File: config.mk
export PLATFORM = sky130hd
export DESIGN_NAME = datapath_seq_ctrl
export DESIGN_NICKNAME = d
export VERILOG_FILES = /design/src/rtl/datapath_seq_ctrl_pkg.sv /design/src/rtl/datapath_seq_ctrl_dec.sv /design/src/rtl/datapath_seq_ctrl.sv
export SDC_FILE = /design/constraint.sdc
export NUM_CORES = 1
export LEC_CHECK = 0
export ABC_CLOCK_PERIOD_IN_PS = 4100
export CAP_MARGIN = 0
export CORE_UTILIZATION = 44
export CTS_CLUSTER_SIZE = 14
export DETAILED_ROUTE_END_ITERATION = 7
export GPL_TIMING_DRIVEN = 0
export PLACE_DENSITY_LB_ADDON = 0.2
export SYNTH_ARGS = -nofsm -noshare
export SYNTH_HDL_FRONTEND = slang
export SYNTH_SLANG_ARGS = --single-unit
export TNS_END_PERCENT = 10
File: constraint.sdc
create_clock -name clk -period 4.1 [get_ports clk]
set_input_delay 0.615 -clock clk [delete_from_list [all_inputs] [get_ports clk]]
set_output_delay 0.615 -clock clk [all_outputs]
set_load 0.03 [all_outputs]
File: src/rtl/datapath_seq_ctrl_pkg.sv
// Shared constants for the datapath sequencing controller: instruction field
// positions, opcode/ALU encodings and the FSM state type.
package dp_ctrl_pkg;

    localparam int OPC_MSB = 15;
    localparam int OPC_LSB = 13;
    localparam int OP_MSB  = 12;
    localparam int OP_LSB  = 11;
    localparam int RN_MSB  = 10;
    localparam int RN_LSB  = 8;
    localparam int RD_MSB  = 7;
    localparam int RD_LSB  = 5;
    localparam int SH_MSB  = 4;
    localparam int SH_LSB  = 3;
    localparam int RM_MSB  = 2;
    localparam int RM_LSB  = 0;
    localparam int IMM_MSB = 7;
    localparam int IMM_LSB = 0;

    localparam logic [2:0] OPC_MOV = 3'b110;
    localparam logic [2:0] OPC_ALU = 3'b101;

    localparam logic [1:0] MOV_REG = 2'b00;
    localparam logic [1:0] MOV_IMM = 2'b10;

    localparam logic [1:0] ALU_ADD = 2'b00;
    localparam logic [1:0] ALU_SUB = 2'b01;
    localparam logic [1:0] ALU_AND = 2'b10;
    localparam logic [1:0] ALU_MVN = 2'b11;

    typedef enum logic [2:0] {
        S_WAIT      = 3'd0,
        S_DECODE    = 3'd1,
        S_GET_A     = 3'd2,
        S_GET_B     = 3'd3,
        S_EXEC      = 3'd4,
        S_WRITE_REG = 3'd5,
        S_WRITE_IMM = 3'd6,
        S_DONE      = 3'd7
    } state_t;

    function automatic logic legal_opcode(input logic [2:0] opc, input logic [1:0] op);
        return (opc == OPC_ALU) ||
               ((opc == OPC_MOV) && ((op == MOV_IMM) || (op == MOV_REG)));
    endfunction

endpackage

File: src/rtl/datapath_seq_ctrl_dec.sv
// Combinational instruction field extraction: register indices, shift,
// sign-extended immediate and a legality flag.
module instr_field_dec
    import dp_ctrl_pkg::*;
#(
    parameter int DW = 16,
    parameter int RW = 3
) (
    input  logic [DW-1:0] instr,
    output logic [2:0]    opcode,
    output logic [1:0]    op,
    output logic [RW-1:0] rn,
    output logic [RW-1:0] rd,
    output logic [1:0]    sh,
    output logic [RW-1:0] rm,
    output logic [DW-1:0] imm_sext,
    output logic          is_legal
);

    always_comb begin
        opcode   = instr[OPC_MSB:OPC_LSB];
        op       = instr[OP_MSB:OP_LSB];
        rn       = instr[RN_MSB:RN_LSB];
        rd       = instr[RD_MSB:RD_LSB];
        sh       = instr[SH_MSB:SH_LSB];
        rm       = instr[RM_MSB:RM_LSB];
        imm_sext = {{(DW-8){instr[IMM_MSB]}}, instr[IMM_MSB:IMM_LSB]};
        is_legal = legal_opcode(opcode, op);
    end

endmodule

File: src/rtl/datapath_seq_ctrl.sv
// Multi-cycle Moore controller sequencing the register-file/shifter/ALU
// datapath through fetch, execute and write-back for one instruction.
module datapath_seq_ctrl #(
    parameter int DW = 16,
    parameter int RW = 3
) (
    input  logic          clk,
    input  logic          reset_n,
    input  logic          start,
    input  logic [DW-1:0] instr,
    output logic          busy,
    output logic          done,
    output logic          illegal,
    output logic [RW-1:0] readnum,
    output logic [RW-1:0] writenum,
    output logic          write,
    output logic          vsel,
    output logic          loada,
    output logic          loadb,
    output logic          asel,
    output logic          bsel,
    output logic [1:0]    shift,
    output logic [1:0]    ALUop,
    output logic          loadc,
    output logic          loads,
    output logic [DW-1:0] datapath_in
);
    import dp_ctrl_pkg::*;

    state_t        state_q, state_d;
    logic [DW-1:0] instr_q;
    logic          illegal_q;
    logic [DW-1:0] dp_in_q;

    logic [2:0]    opcode;
    logic [1:0]    op;
    logic [RW-1:0] rn, rd, rm;
    logic [1:0]    sh;
    logic [DW-1:0] imm_sext;
    logic          is_legal;

    instr_field_dec #(.DW(DW), .RW(RW)) u_dec (
        .instr    (instr_q),
        .opcode   (opcode),
        .op       (op),
        .rn       (rn),
        .rd       (rd),
        .sh       (sh),
        .rm       (rm),
        .imm_sext (imm_sext),
        .is_legal (is_legal)
    );

    always_ff @(posedge clk) begin
        if (!reset_n) begin
            state_q   <= S_WAIT;
            illegal_q <= 1'b0;
            dp_in_q   <= '0;
        end else begin
            state_q <= state_d;
            if (state_q == S_WAIT && start)
                illegal_q <= 1'b0;
            else if (state_q == S_DECODE && !is_legal)
                illegal_q <= 1'b1;
            // Immediate is captured on entry so it is valid throughout WRITE_IMM and held after.
            if (state_d == S_WRITE_IMM)
                dp_in_q <= imm_sext;
        end
    end

    // The instruction latch is data only; it is qualified by state everywhere it is used.
    always_ff @(posedge clk) begin
        if (state_q == S_WAIT && start)
            instr_q <= instr;
    end

    always_comb begin
        state_d  = state_q;
        done     = 1'b0;
        readnum  = '0;
        writenum = '0;
        write    = 1'b0;
        vsel     = 1'b0;
        loada    = 1'b0;
        loadb    = 1'b0;
        asel     = 1'b0;
        bsel     = 1'b0;
        shift    = 2'b00;
        ALUop    = 2'b00;
        loadc    = 1'b0;
        loads    = 1'b0;
        case (state_q)
            S_WAIT: begin
                if (start)
                    state_d = S_DECODE;
            end
            S_DECODE: begin
                if (!is_legal)
                    state_d = S_DONE;
                else if (opcode == OPC_MOV)
                    state_d = (op == MOV_IMM) ? S_WRITE_IMM : S_GET_B;
                else
                    state_d = (op == ALU_MVN) ? S_GET_B : S_GET_A;
            end
            S_GET_A: begin
                readnum = rn;
                loada   = 1'b1;
                state_d = S_GET_B;
            end
            S_GET_B: begin
                readnum = rm;
                loadb   = 1'b1;
                state_d = S_EXEC;
            end
            S_EXEC: begin
                shift = sh;
                loadc = 1'b1;
                loads = 1'b1;
                // Single-operand forms zero the A input so the ALU passes or inverts shifted B.
                if (opcode == OPC_MOV) begin
                    asel  = 1'b1;
                    ALUop = ALU_ADD;
                end else if (op == ALU_MVN) begin
                    asel  = 1'b1;
                    ALUop = ALU_MVN;
                end else begin
                    ALUop = op;
                end
                state_d = (opcode == OPC_ALU && op == ALU_SUB) ? S_DONE : S_WRITE_REG;
            end
            S_WRITE_REG: begin
                writenum = rd;
                write    = 1'b1;
                state_d  = S_DONE;
            end
            S_WRITE_IMM: begin
                vsel     = 1'b1;
                writenum = rn;
                write    = 1'b1;
                state_d  = S_DONE;
            end
            S_DONE: begin
                done    = 1'b1;
                state_d = S_WAIT;
            end
            default: state_d = S_WAIT;
        endcase
    end

    assign busy        = (state_q != S_WAIT);
    assign illegal     = illegal_q;
    assign datapath_in = dp_in_q;

endmodule

-- Yosys cells after proc, flatten, opt, wreduce, memory -nomap -nowiden
Index checks and enable logic that the tools add are counted.
- register bits: 28
- input port bits: 19
- output and inout port bits: 37
- word-level logic and storage cells: 52
- equal/unequal tests: 13
- multiplexer cells: 22
- bitwise operators: 1
- reductions and logical operators: 12
- operators with widths (cell ; count):
    3-bit == test (second input constant) ; 7
    3-bit one-hot mux with 7 select lines ; 1
    3-bit two-way mux ; 4
    3-bit one-hot mux with 2 select lines ; 2
    1-bit two-way mux ; 10
    2-bit two-way mux ; 5
    3-bit by 2-bit == test with 1-bit output (second input constant) ; 2
    2-bit == test (second input constant) ; 2
    1-bit logical AND ; 4
    2-bit OR reduction ; 2
    3-bit by 1-bit == test with 1-bit output (second input constant) ; 1
    3-bit zero test ; 1
    3-bit nonzero test ; 1
    2-bit by 1-bit == test with 1-bit output (second input constant) ; 1
    2-bit zero test ; 1
    1-bit logical OR ; 2
    1-bit zero test ; 1
    1-bit NOT ; 1

-- Longest topological paths before layout
- depth in word-level cells: 7
- gate-level depth with buffers: 7
- depth with buffers taken out: 5

-- Modules after synthesis
Synthesis repeated with hierarchy kept, for this count alone.
- cells, all modules: 177
- area, all modules: 1836.8 sq um
- by module, submodules not included (module ; times used ; cells an instance ; area each (sq um) ; sequential area each (sq um)):
    datapath_seq_ctrl ; 1 ; 142 ; 1570.3 ; 880.8
    instr_field_dec ; 1 ; 35 ; 266.5 ; 0.0

-- Worst setup path before layout
OpenSTA, ideal clock, no wires.
- path kind: flip-flop to output port
- start: reg state_q[1]
- end: out readnum[0]
- arrival time: 1455 ps
- required time: 3485 ps
- setup slack: 2030 ps
- cell stages (with the launch flop): 4
- buffers on the path: 0
- cells stage by stage: dfxtp_1 > nand2_1 > nor2_1 > a22o_1
- word-level cells in the longest chain between the ends: 2
- elaborated cells between the ends (all ways): 3
- classes of those cells: 2 x eq/ne; 1 x mux
- ends and longest elaborated chain (what ; RTL line ; source):
    start, declared ; datapath_seq_ctrl.sv:30 ; state_t state_q, state_d;
    start signal, assigned ; datapath_seq_ctrl.sv:60 ; state_q <= state_d;
    3-bit by 2-bit == test with 1-bit output ; datapath_seq_ctrl.sv:92 ; case (state_q)
    3-bit one-hot mux with 2 select lines (*) ; datapath_seq_ctrl.sv:92 ;
    end, declared ; datapath_seq_ctrl.sv:14 ; output logic [RW-1:0] readnum,
Mark *: on every way between the ends. The rest lies on a longest branch, timed or not.

-- Final worst setup path
- start: reg state_q[1]
- end: out readnum[2]
Same word-level chain as after synthesis.

==> impl_metrics.toml <==
[status]
outcome = "finished, final reports clean"

[worst_setup_path]
end_kind = "primary output"
cp_max_fo = 7
path_class = "flop to primary output"
crit_arrival_ns = 2.25
worstPathRequired_ns = 3.48
crit_path_start_kind = "flop"

[clock_tree]
clk_root_buffer_cell = "clkbuf_4"
clock_latency_ns = 0.33
ctsHtreeMaxLevel = 1
hold_buffers = 0
postCtsSetupRepairBufs = 0
cts_tree = "built"
clock-sinks = 28
cts.repair.resized = 0
clockBufferDepth = 2
clkTransAtPathRegs_ns = 0.15
cts_made_buffers = 3

[synthesis]
ys_seq_area_frac = 0.558
post_synth.cell_area_avg_um2 = 10.6
syn_nets = 141
syn_inst = 122
syn_area_mm2 = 0.00129
ys_seq_elements = 28
synthDistinctLibCells = 30
yosysWarnings = 0

[sta]
timing.fmax_ghz = 0.349
rsz0062_at_grt = "no"
finClkSkew_ns = 0.00437
setup_viol = 0
hold_viol_final = 0
setup_ws_ns = 1.24
fin_tns_setup_ns = 0
fin_crit_sh = 0.698
drv_slew = 0
layout_min_cycle_time_ns = 2.86

[placed_design]
io_buffers = 53
gp_congestion = 0.756
place_area_mm2 = 0.00186
dp_hpwl_um = 2070
pre_cts_slack_ns = 1.62

[drt]
drtIter0Drc = 32
routed_wl_um = 2660
drc = 0
drt_first_pass_iters = 4
drt-vias-per-instance = 5.16
vias = 1083
wire_per_inst_um = 12.7
ant_nets = 0

[floorplan]
start_util = 0.468
die_area_mm2 = 0.00316
core_mm2 = 0.00276
num_rows = 19
die_y_um = 56.2
io_pins = 56
die_w_um = 56.2

[global_routing]
grt.total_usage = 0.178
grt_pass1_wl_um = 4400
antenna_found_initial = 0
grt.overflow.total = 0
grt_pass1_vias = 1022
grt_start_max_net_pins = 19

[layout]
final_nets = 199
fill_cells = 208
utilization = 0.684
final_area_mm2 = 0.00189
area_growth_pct = 46.1
n_antenna_cell = 0
layout-drive-gt1-share = 0.106

[run]
maxCapViolCount = 0

[power]
totalPowerFinal_uw = 909
power.density_mw_per_mm2 = 482
p_leak_nw = 0.718
ir_drop_mv = 0.389

[worst_hold_path]
hold_path.class = "flop to flop"
-- per-stage QoR --
step	hold WS, ns	cells
2_1_floorplan	0.499	122
3_3_place_gp	0.442	206
6_report	0.472	210
5_1_grt	0.487	210
4_1_cts	0.472	210
3_5_place_dp	0.453	206
-- power by group --
part	internal (mW)	switching (mW)	leakage, nW
Sequential	0.349	0.0342	0.247
Combinational	0.181	0.229	0.455
Clock	0.0357	0.0803	0.0154
-- worst paths after layout --
kind | depth (start not counted) | to | startpoint | slack, ns
worst min-delay path | 2 | datapath_in[3]$_SDFFE_PN0N_ | datapath_in[3]$_SDFFE_PN0N_ | 0.47
worst max-delay path | 4 | readnum[2] | state_q[1]$_SDFF_PN0_ | 1.24
worst max register to register | 6 | datapath_in[2]$_SDFFE_PN0N_ | instr_q[11]$_DFFE_PP_ | 2.30
worst min register to register | 2 | datapath_in[3]$_SDFFE_PN0N_ | datapath_in[3]$_SDFFE_PN0N_ | 0.47
-- cell usage in the layout (no fill, tap or decap), types with 2 or more instances in the layout --
master	netlist	routed
a22oi_1	3	3
a31oi_1	2	2
nor2b_1	2	2
a21oi_1	4	4
edfxtp_1	16	16
buf_4	11	11
inv_1	2	2
and3_1	2	2
a22o_1	3	3
o21ai_0	3	3
clkbuf_4	0	3
and2_1	3	3
nand2_1	23	23
and2b_1	4	4
dfxtp_1	12	12
mux2i_1	8	8
nor2_1	9	9
clkbuf_1	2	2
clkdlybuf4s50_1	0	53
-- cells in the mapped netlist, drive strengths merged --
master | count | share of area
and4bb | 1 | 0.0097
o21ai | 3 | 0.012
clkbuf | 2 | 0.0058
o2111a | 1 | 0.0087
and3 | 3 | 0.018
buf | 12 | 0.073
and2b | 4 | 0.023
nor3 | 1 | 0.0039
nor2 | 10 | 0.031
nand2 | 23 | 0.067
o2111ai | 1 | 0.0068
a21oi | 4 | 0.016
and2 | 4 | 0.020
edfxtp | 16 | 0.37
inv | 3 | 0.0087
nor3b | 1 | 0.0058
mux2i | 8 | 0.062
nand4 | 1 | 0.0048
a22oi | 3 | 0.017
a31oi | 2 | 0.0097
nor2b | 2 | 0.0097
conb | 1 | 0.0029
a211oi | 1 | 0.0058
a22o | 3 | 0.020
dfxtp | 12 | 0.19
-- cell type report --
type                       instances  area [um^2]  area share
tap                               31         38.8      0.0206
sequential                        28          721       0.382
multi-input combinational         77          458       0.243
clock buffer                       3         22.5      0.0119
timing repair buffer              53          531       0.281
inverter                           3         11.3     0.00597
buffer                            14          101      0.0537
clock inverter                     1         3.75     0.00199
-- worst max-delay path, stage by stage (launching register included) --
cell and delay (ns):
dfxtp_1 0.45, nor2b_1 0.39, and2_1 0.25, a22o_1 0.16
clkdlybuf4s50_1 0.67
-- cell families (layout without fill, tap and decap cells) --
group,after synthesis,count (layout),share of synthesized area
mux,8,8,0.0620
simple gates,50,50,0.194
buf+inv,17,74,0.0872
compound gates,18,18,0.0959
other cells,1,1,0.00290
flops,28,28,0.558
-- state kept, by name, summed over array words and instances, names as in the netlist --
name         flops
illegal          1
state_q          3
datapath_in      8
instr_q         16
-- per-layer routing --
layer | part of all wire | GRT usage | vias to the layer above
li1 | - | - | 528
met1 | 0.43 | 0.222 | 504
met2 | 0.49 | 0.304 | 45
met3 | 0.057 | 0.0279 | 6
met4 | 0.017 | 0.0801 | 0
met5 | 0 | 0 | -
Note: power is estimated with default switching activity, not from simulation.
